==> src/rtl/mac_pipe_pkg.sv <==
// Shared types and helpers for the pipelined signed multiply-accumulate unit.
// Beat flags travel with each product; saturation limits are derived from a width.
package mac_pipe_pkg;

    localparam int MAXW = 64;

    typedef struct packed {
        logic valid;
        logic first;
        logic last;
    } beat_t;

    function automatic logic add_ovf(input logic a_s, input logic b_s,
                                     input logic s_s);
        return (a_s == b_s) && (s_s != a_s);
    endfunction

    function automatic logic [MAXW-1:0] sat_hi(input int w);
        return (MAXW'(1) << (w - 1)) - MAXW'(1);
    endfunction

    function automatic logic [MAXW-1:0] sat_lo(input int w);
        return ~sat_hi(w);
    endfunction

endpackage

==> src/rtl/mac_pipe_mul.sv <==
// Signed multiplier with PIPE enabled register stages.
// Beat flags ride alongside the product.
module mac_pipe_mul
    import mac_pipe_pkg::*;
#(
    parameter int OPWIDTH  = 8,
    parameter int ACCWIDTH = 32,
    parameter int PIPE     = 2
) (
    input  logic                clk_i,
    input  logic                rst_n_i,
    input  logic                en_i,
    input  logic [OPWIDTH-1:0]  a_i,
    input  logic [OPWIDTH-1:0]  b_i,
    input  beat_t               flags_i,
    output logic [ACCWIDTH-1:0] prod_o,
    output beat_t               flags_o
);

    localparam int PW = 2 * OPWIDTH;

    logic signed [PW-1:0] a_x;
    logic signed [PW-1:0] b_x;
    logic signed [PW-1:0] p_full;
    logic [ACCWIDTH-1:0]  p_ext;

    logic [ACCWIDTH-1:0] prod_q [PIPE];
    beat_t               flg_q  [PIPE];

    assign a_x    = PW'($signed(a_i));
    assign b_x    = PW'($signed(b_i));
    assign p_full = a_x * b_x;
    assign p_ext  = ACCWIDTH'(p_full);

    always_ff @(posedge clk_i) begin
        if (!rst_n_i) begin
            for (int i = 0; i < PIPE; i++) begin
                prod_q[i] <= '0;
                flg_q[i]  <= '0;
            end
        end else if (en_i) begin
            prod_q[0] <= p_ext;
            flg_q[0]  <= flags_i;
            for (int i = 1; i < PIPE; i++) begin
                prod_q[i] <= prod_q[i-1];
                flg_q[i]  <= flg_q[i-1];
            end
        end
    end

    assign prod_o  = prod_q[PIPE-1];
    assign flags_o = flg_q[PIPE-1];

endmodule

==> src/rtl/mac_pipe.sv <==
// Pipelined signed MAC: one result per first..last frame, valid/ready both sides.
// Define MAC_PIPE_SAT_EN to clamp the accumulator on overflow instead of wrapping.
module mac_pipe
    import mac_pipe_pkg::*;
#(
    parameter int OPWIDTH  = 8,
    parameter int ACCWIDTH = 32,
    parameter int PIPE     = 2,
    parameter int CNTWIDTH = 16
) (
    input  logic                clk_i,
    input  logic                rst_n_i,
    input  logic [OPWIDTH-1:0]  D0_i,
    input  logic [OPWIDTH-1:0]  D1_i,
    input  logic                first_i,
    input  logic                last_i,
    input  logic                valid_i,
    output logic                ready_o,
    output logic [ACCWIDTH-1:0] Q_o,
    output logic [CNTWIDTH-1:0] cnt_o,
    output logic                ovf_o,
    output logic                valid_o,
    input  logic                ready_i
);

    localparam int MSB = ACCWIDTH - 1;

`ifdef MAC_PIPE_SAT_EN
    localparam logic [MAXW-1:0]     HI_W   = sat_hi(ACCWIDTH);
    localparam logic [MAXW-1:0]     LO_W   = sat_lo(ACCWIDTH);
    localparam logic [ACCWIDTH-1:0] SAT_HI = HI_W[ACCWIDTH-1:0];
    localparam logic [ACCWIDTH-1:0] SAT_LO = LO_W[ACCWIDTH-1:0];
`endif

    logic                adv;
    beat_t               in_flg;
    beat_t               tail;
    logic [ACCWIDTH-1:0] prod;
    logic [ACCWIDTH-1:0] base;
    logic [ACCWIDTH-1:0] sum;
    logic                ovf;

    logic [ACCWIDTH-1:0] acc_q, acc_d, q_q, q_d;
    logic [CNTWIDTH-1:0] cnt_q, cnt_d, cnto_q, cnto_d;
    logic                ovfs_q, ovfs_d, ovfo_q, ovfo_d;
    logic                vld_q, vld_d;

    assign adv     = ~(vld_q & ~ready_i);
    assign ready_o = adv;
    assign in_flg  = '{valid: valid_i, first: first_i, last: last_i};

    mac_pipe_mul #(
        .OPWIDTH (OPWIDTH),
        .ACCWIDTH(ACCWIDTH),
        .PIPE    (PIPE)
    ) u_mul (
        .clk_i  (clk_i),
        .rst_n_i(rst_n_i),
        .en_i   (adv),
        .a_i    (D0_i),
        .b_i    (D1_i),
        .flags_i(in_flg),
        .prod_o (prod),
        .flags_o(tail)
    );

    always_comb begin
        base   = tail.first ? '0 : acc_q;
        sum    = base + prod;
        // With first=1 the base is zero, so no overflow can be flagged.
        ovf    = add_ovf(base[MSB], prod[MSB], sum[MSB]);
        acc_d  = acc_q;
        cnt_d  = cnt_q;
        ovfs_d = ovfs_q;
        q_d    = q_q;
        cnto_d = cnto_q;
        ovfo_d = ovfo_q;
        vld_d  = vld_q;
        if (vld_q && ready_i) begin
            vld_d = 1'b0;
        end
        if (adv && tail.valid) begin
            acc_d = sum;
`ifdef MAC_PIPE_SAT_EN
            if (ovf) begin
                acc_d = base[MSB] ? SAT_LO : SAT_HI;
            end
`endif
            cnt_d  = tail.first ? CNTWIDTH'(1) : cnt_q + CNTWIDTH'(1);
            ovfs_d = (ovfs_q & ~tail.first) | ovf;
            if (tail.last) begin
                q_d    = acc_d;
                cnto_d = cnt_d;
                ovfo_d = ovfs_d;
                vld_d  = 1'b1;
            end
        end
    end

    always_ff @(posedge clk_i) begin
        if (!rst_n_i) begin
            acc_q  <= '0;
            cnt_q  <= '0;
            ovfs_q <= 1'b0;
            q_q    <= '0;
            cnto_q <= '0;
            ovfo_q <= 1'b0;
            vld_q  <= 1'b0;
        end else begin
            acc_q  <= acc_d;
            cnt_q  <= cnt_d;
            ovfs_q <= ovfs_d;
            q_q    <= q_d;
            cnto_q <= cnto_d;
            ovfo_q <= ovfo_d;
            vld_q  <= vld_d;
        end
    end

    assign Q_o     = q_q;
    assign cnt_o   = cnto_q;
    assign ovf_o   = ovfo_q;
    assign valid_o = vld_q;

endmodule

==> config.mk <==
export PLATFORM = sky130hd
export DESIGN_NAME = mac_pipe
export DESIGN_NICKNAME = d
export VERILOG_FILES = /design/src/rtl/mac_pipe_pkg.sv /design/src/rtl/mac_pipe_mul.sv /design/src/rtl/mac_pipe.sv
export SDC_FILE = /design/constraint.sdc
export NUM_CORES = 1
export LEC_CHECK = 0
export BUFFER_PORTS_ARGS = -buffer_cell sky130_fd_sc_hd__buf_4
export CAP_MARGIN = 20
export CORE_ASPECT_RATIO = 0.5
export CORE_MARGIN = 2
export CORE_UTILIZATION = 30
export DETAILED_ROUTE_END_ITERATION = 8
export SYNTH_ARGS = -nofsm -noshare
export SYNTH_HDL_FRONTEND = slang
export SYNTH_SLANG_ARGS = --single-unit
==> constraint.sdc <==
create_clock -name clk_i -period 5.2 [get_ports clk_i]
set_input_delay 0.26 -clock clk_i [delete_from_list [all_inputs] [get_ports clk_i]]
set_output_delay 0.26 -clock clk_i [all_outputs]
set_load 0.01 [all_outputs]
### Word-level counts from Yosys, hierarchy flattened

Memory sizes are Yosys's and may differ from the RTL's.
Cells that the tools add are included.

* reductions and logical operators: 4
* multiply operators: 1
* equality and inequality tests: 2
* add/subtract/negate cells: 2
* bitwise operators: 10
* mux-type cells: 13

Operator list (number)
* 32-bit 2-to-1 mux: 3
* 32-bit adder: 1
* 16-bit by 1-bit adder with 16-bit output, second input constant: 1
* 8-bit by 8-bit multiplier with 16-bit output: 1
* 16-bit 2-to-1 mux: 1
* 1-bit 2-to-1 mux: 7
* 3-bit 2-to-1 mux: 2
* 1-bit OR: 5
* 1-bit logical AND: 3
* 1-bit NOT: 3
* 1-bit AND: 2
* 2-bit AND reduction: 1
* 1-bit == test: 1
* 1-bit inequality test: 1

* word-level logic and storage cells: 41
* RAM bits: 70
* output and inout bits: 51
* bits in registers: 99
* memories kept: 2

Memories
* u_mul.prod_q: words 2, width 32, read ports 2, clocked after Yosys merged registers in 0, wr ports 2, RTL line mac_pipe_mul.sv:27 `logic [ACCWIDTH-1:0] prod_q [PIPE];`
* u_mul.flg_q: words 2, width 3, read ports 2, clocked after Yosys merged registers in 0, wr ports 2, RTL line mac_pipe_mul.sv:28 `beat_t flg_q [PIPE];`

### Depth between registers and ports, before layout

* word-level depth: 6
* depth in mapped cells: 18
* depth with buffers taken out: 18

### Modules after synthesis

A second synthesis with hierarchy kept.

* cells, all modules: 1189
* area, all modules: 10366.2 µm²

Modules (own cells, without submodules)
* mac_pipe: cells each 789, area each 6179.7 µm², sequential area each 1981.9 µm², times used 1
* mac_pipe_mul: cells each 400, area each 4186.5 µm², sequential area each 1141.1 µm², times used 1

### Worst setup path after synthesis

Ideal clock, no wire load.

* kind: input-to-reg
* start: input D0_i[7]
* end: memory u_mul.prod_q[0][30], data pin
* path slack: 944 ps
* stages: 15
* arrival time: 3990 ps
* path through: and2_1 fa_1 inv_1 fa_1 inv_1 fa_1 inv_1 fa_1 inv_1 ha_1 and3_1 a211oi_1 a21oi_1 xnor2_1 nor2_1

RTL lines
* start, declared: RTL line mac_pipe.sv:13 `input logic [OPWIDTH-1:0] D0_i,`
* end, declared: RTL line mac_pipe_mul.sv:27

==> flow_summary_export.csv <==
group,metric,value,unit
clock_network,cts_sinks,137,
logic_synthesis,yosysWarnings,0,
global_routing,grt_pass1_wl,36.2,mm
cells_and_area,syn2layout_area_growth,16.4,%
routing,wire_per_inst,13.6,um
timing,post-route-period-util,82.6,%
routing,routed_wl,21.6,mm
global_routing,grt_usage,13.1,%
timing,tightest_slew,1.04,ns
setup_path,path_class,"in -> reg",
setup_path,crit_required,5.37,ns
logic_synthesis,ys.flop_type,"dfxtp_1",
routing,drt-initial-drc-count,407,
global_routing,use_met1,16.7,%
floorplan,core,0.0315,mm2
setup_path,critPathArrivalTime,4.46,ns
logic_synthesis,syn-cell-area,0.00958,mm2
routing,drt_first_pass_iters,5,
timing,period_needed,4.29,ns
logic_synthesis,synth_cells,1090,
global_routing,met3_usage,2.01,%
placed_design,portBuffers,72,
logic_synthesis,synth-seq-cells,137,
worst_hold_path,hp-start,"first_i",
setup_path,reg2reg_from,"u_mul.prod_q[0][62]$_SDFFCE_PN0P_",
clock_network,tritoncts,"built",
routing,vias,7630,
clock_network,cts-buffers-inserted,17,
timing,fin_skew,0.0117,ns
global_routing,busiest_layer,"met2",
setup_path,ff2ff_setup_slack,1.55,ns
cells_and_area,mostFrequentLayoutCells,"nand2_1 (143), dfxtp_1 (99), inv_1 (93)",
logic_synthesis,synth-edff-count,38,
global_routing,grt-ovfl-total,0,
clock_network,clk_path_buf_depth,2,
routing,ant_nets,0,
worst_hold_path,hold_depth,2,
cells_and_area,final_common_cell,"nand2_1",
cells_and_area,antenna_cells,0,
timing,finalHoldViolCount,0,
cells_and_area,drive_above_1_share,10.4,%
timing,timing.hold.ws,0.146,ns
global_routing,grtUsageMet2,23.2,%
global_routing,grt_max_degree,67,
logic_synthesis,syn_nets,1229,
logic_synthesis,post_synth_num_cell_types,56,
clock_network,htree_num_levels,4,
clock_network,path_clk_slew,0.06,ns
logic_synthesis,syn_avg_cell_area,8.79,um2
worst_hold_path,hold_class,"in -> reg",
floorplan,dieWidth,257,um
setup_path,end_kind,"register",
setup_path,critPathLaunchType,"input pin",
logic_synthesis,ys_seq_area_share,32.6,%
job,drv_cap,0,
cells_and_area,regArea,0.00312,mm2
floorplan,pin_count,73,
power,p_per_area,341,mW/mm2
clock_network,insertion_delay,0.43,ns
routing,via_per_inst,4.82,
outcome,outcome,"finished clean",
cells_and_area,layout.nets,1278,
clock_network,root_buffer,"clkbuf_16",
power,irDropWorstVdd,0.000234,V
timing,finalMaxSlewViolations,0,
cells_and_area,nFillCells,3252,
floorplan,die_h,130,um
setup_path,reg2reg_depth,9,
timing,rsz0062_at_grt,"false",
timing,fmax,0.233,GHz
placed_design,dpl.hpwl,15.8,mm
timing,setup_viol,0,
logic_synthesis,synthArstFlopShare,0,%
setup_path,r2r_end,"acc_q[31]$_SDFFE_PN0P_",
routing,drcViolationCount,0,
floorplan,start_util,30.4,%
clock_network,cts_resized,0,
clock_network,cts_setup_buffers,0,
power,p_leak,4.99,nW
global_routing,antenna_found_initial,0,
floorplan,rows,46,
setup_path,worstPathMaxFanout,8,
cells_and_area,multi_input_area,0.00591,mm2
placed_design,gp_congestion,0.851,
clock_network,ctsHoldBuffers,0,
timing,maxSlewHeadroom,30.9,%
global_routing,grt_pass1_vias,7503,
worst_hold_path,min_to,"u_mul.flg_q[0][1]$_SDFFCE_PN0P_",
timing,tns,0,ns
floorplan,die_area,0.0335,mm2
-- synthesized netlist by cell type, drive strengths merged (14+ instances only) --
| cell type | number | area [um2] |
|---|---|---|
| a21boi | 40 | 300 |
| a21oi | 41 | 205 |
| and2 | 57 | 357 |
| and3 | 41 | 257 |
| clkbuf | 42 | 158 |
| dfxtp | 99 | 1980 |
| edfxtp | 38 | 1140 |
| fa | 56 | 1120 |
| ha | 61 | 763 |
| inv | 93 | 349 |
| nand2 | 143 | 537 |
| nand3 | 41 | 205 |
| nor2 | 50 | 188 |
| nor2b | 47 | 294 |
| o211a | 14 | 140 |
| o21ai | 63 | 319 |
| xnor2 | 29 | 254 |
| xor2 | 26 | 228 |
-- state kept, by name, indices dropped and copies added, names as in the netlist --
name	count
Q_o	32
acc_q	32
cnt_o	16
cnt_q	16
ovf_o	1
ovfs_q	1
u_mul.flg_q	6
u_mul.prod_q	32
valid_o	1
-- kinds of logic after synthesis --
group,synth area share (%)
simple gates,21.8
compound gates,15.2
buf+inv,5.72
flops,32.6
fa+ha+maj,19.7
xor+xnor,5.03
-- critical path, cell delays in order --
cell	delay, ns
buf_4	0.14
and2_1	0.20
fa_1	0.64
inv_1	0.16
fa_1	0.56
inv_1	0.06
fa_1	0.53
inv_1	0.05
fa_1	0.53
inv_1	0.04
ha_1	0.33
and3_1	0.19
a211oi_1	0.38
a21oi_1	0.15
xnor2_1	0.17
nor2_1	0.05
-- worst max path at each step --
stage | from | to | slack [ns]
finish | D0_i[7] | u_mul.prod_q[0][30]$_SDFFCE_PN0P_ | 0.91
global route | D0_i[7] | u_mul.prod_q[0][30]$_SDFFCE_PN0P_ | 0.64
CTS | D0_i[7] | u_mul.prod_q[0][30]$_SDFFCE_PN0P_ | 0.88
detailed placement | D0_i[7] | u_mul.prod_q[0][30]$_SDFFCE_PN0P_ | 0.44
global placement | D0_i[7] | u_mul.prod_q[0][30]$_SDFFCE_PN0P_ | 0.58
floorplan | D0_i[7] | u_mul.prod_q[0][30]$_SDFFCE_PN0P_ | 0.94
-- routing by layer --
metal,part of all wire [%],wire (um),up-vias
met3,2.7,576,27
met2,49,10700,120
met4,1.5,320,0
met1,46,10000,3705
met5,0,0,-
li1,-,-,3778
-- power breakdown --
part / switching, W / internal, W
Clock: 0.000486 / 0.000769
Combinational: 0.000741 / 0.000559
Sequential: 0.0000396 / 0.00121
Total: 0.00127 / 0.00254
-- through the flow --
stage / utilization [%] / setup WS (ns) / power, W / cell area, um2 / std cells
after floorplan: - / 0.944 / 0.00228 / 9580 / 1090
after global routing: 35.4 / 0.637 / 0.00409 / 11200 / 1584
after detailed placement: 33.4 / 0.443 / 0.00258 / 10500 / 1552
after CTS: 35.4 / 0.877 / 0.00384 / 11200 / 1584
after global placement: 33.4 / 0.583 / 0.00255 / 10500 / 1552
final: 35.4 / 0.906 / 0.00380 / 11200 / 1584
-- final cells by class --
| type | instances | share of cell area, % |
|---|---|---|
| Timing Repair Buffer | 82 | 5.52 |
| Sequential cell | 137 | 28.0 |
| Clock buffer | 20 | 4.31 |
| Multi-Input combinational cell | 808 | 53.0 |
| Clock inverter | 12 | 1.20 |
| Tap cell | 432 | 4.85 |
| Inverter | 93 | 3.13 |
Power figures use the tool's default switching activity.
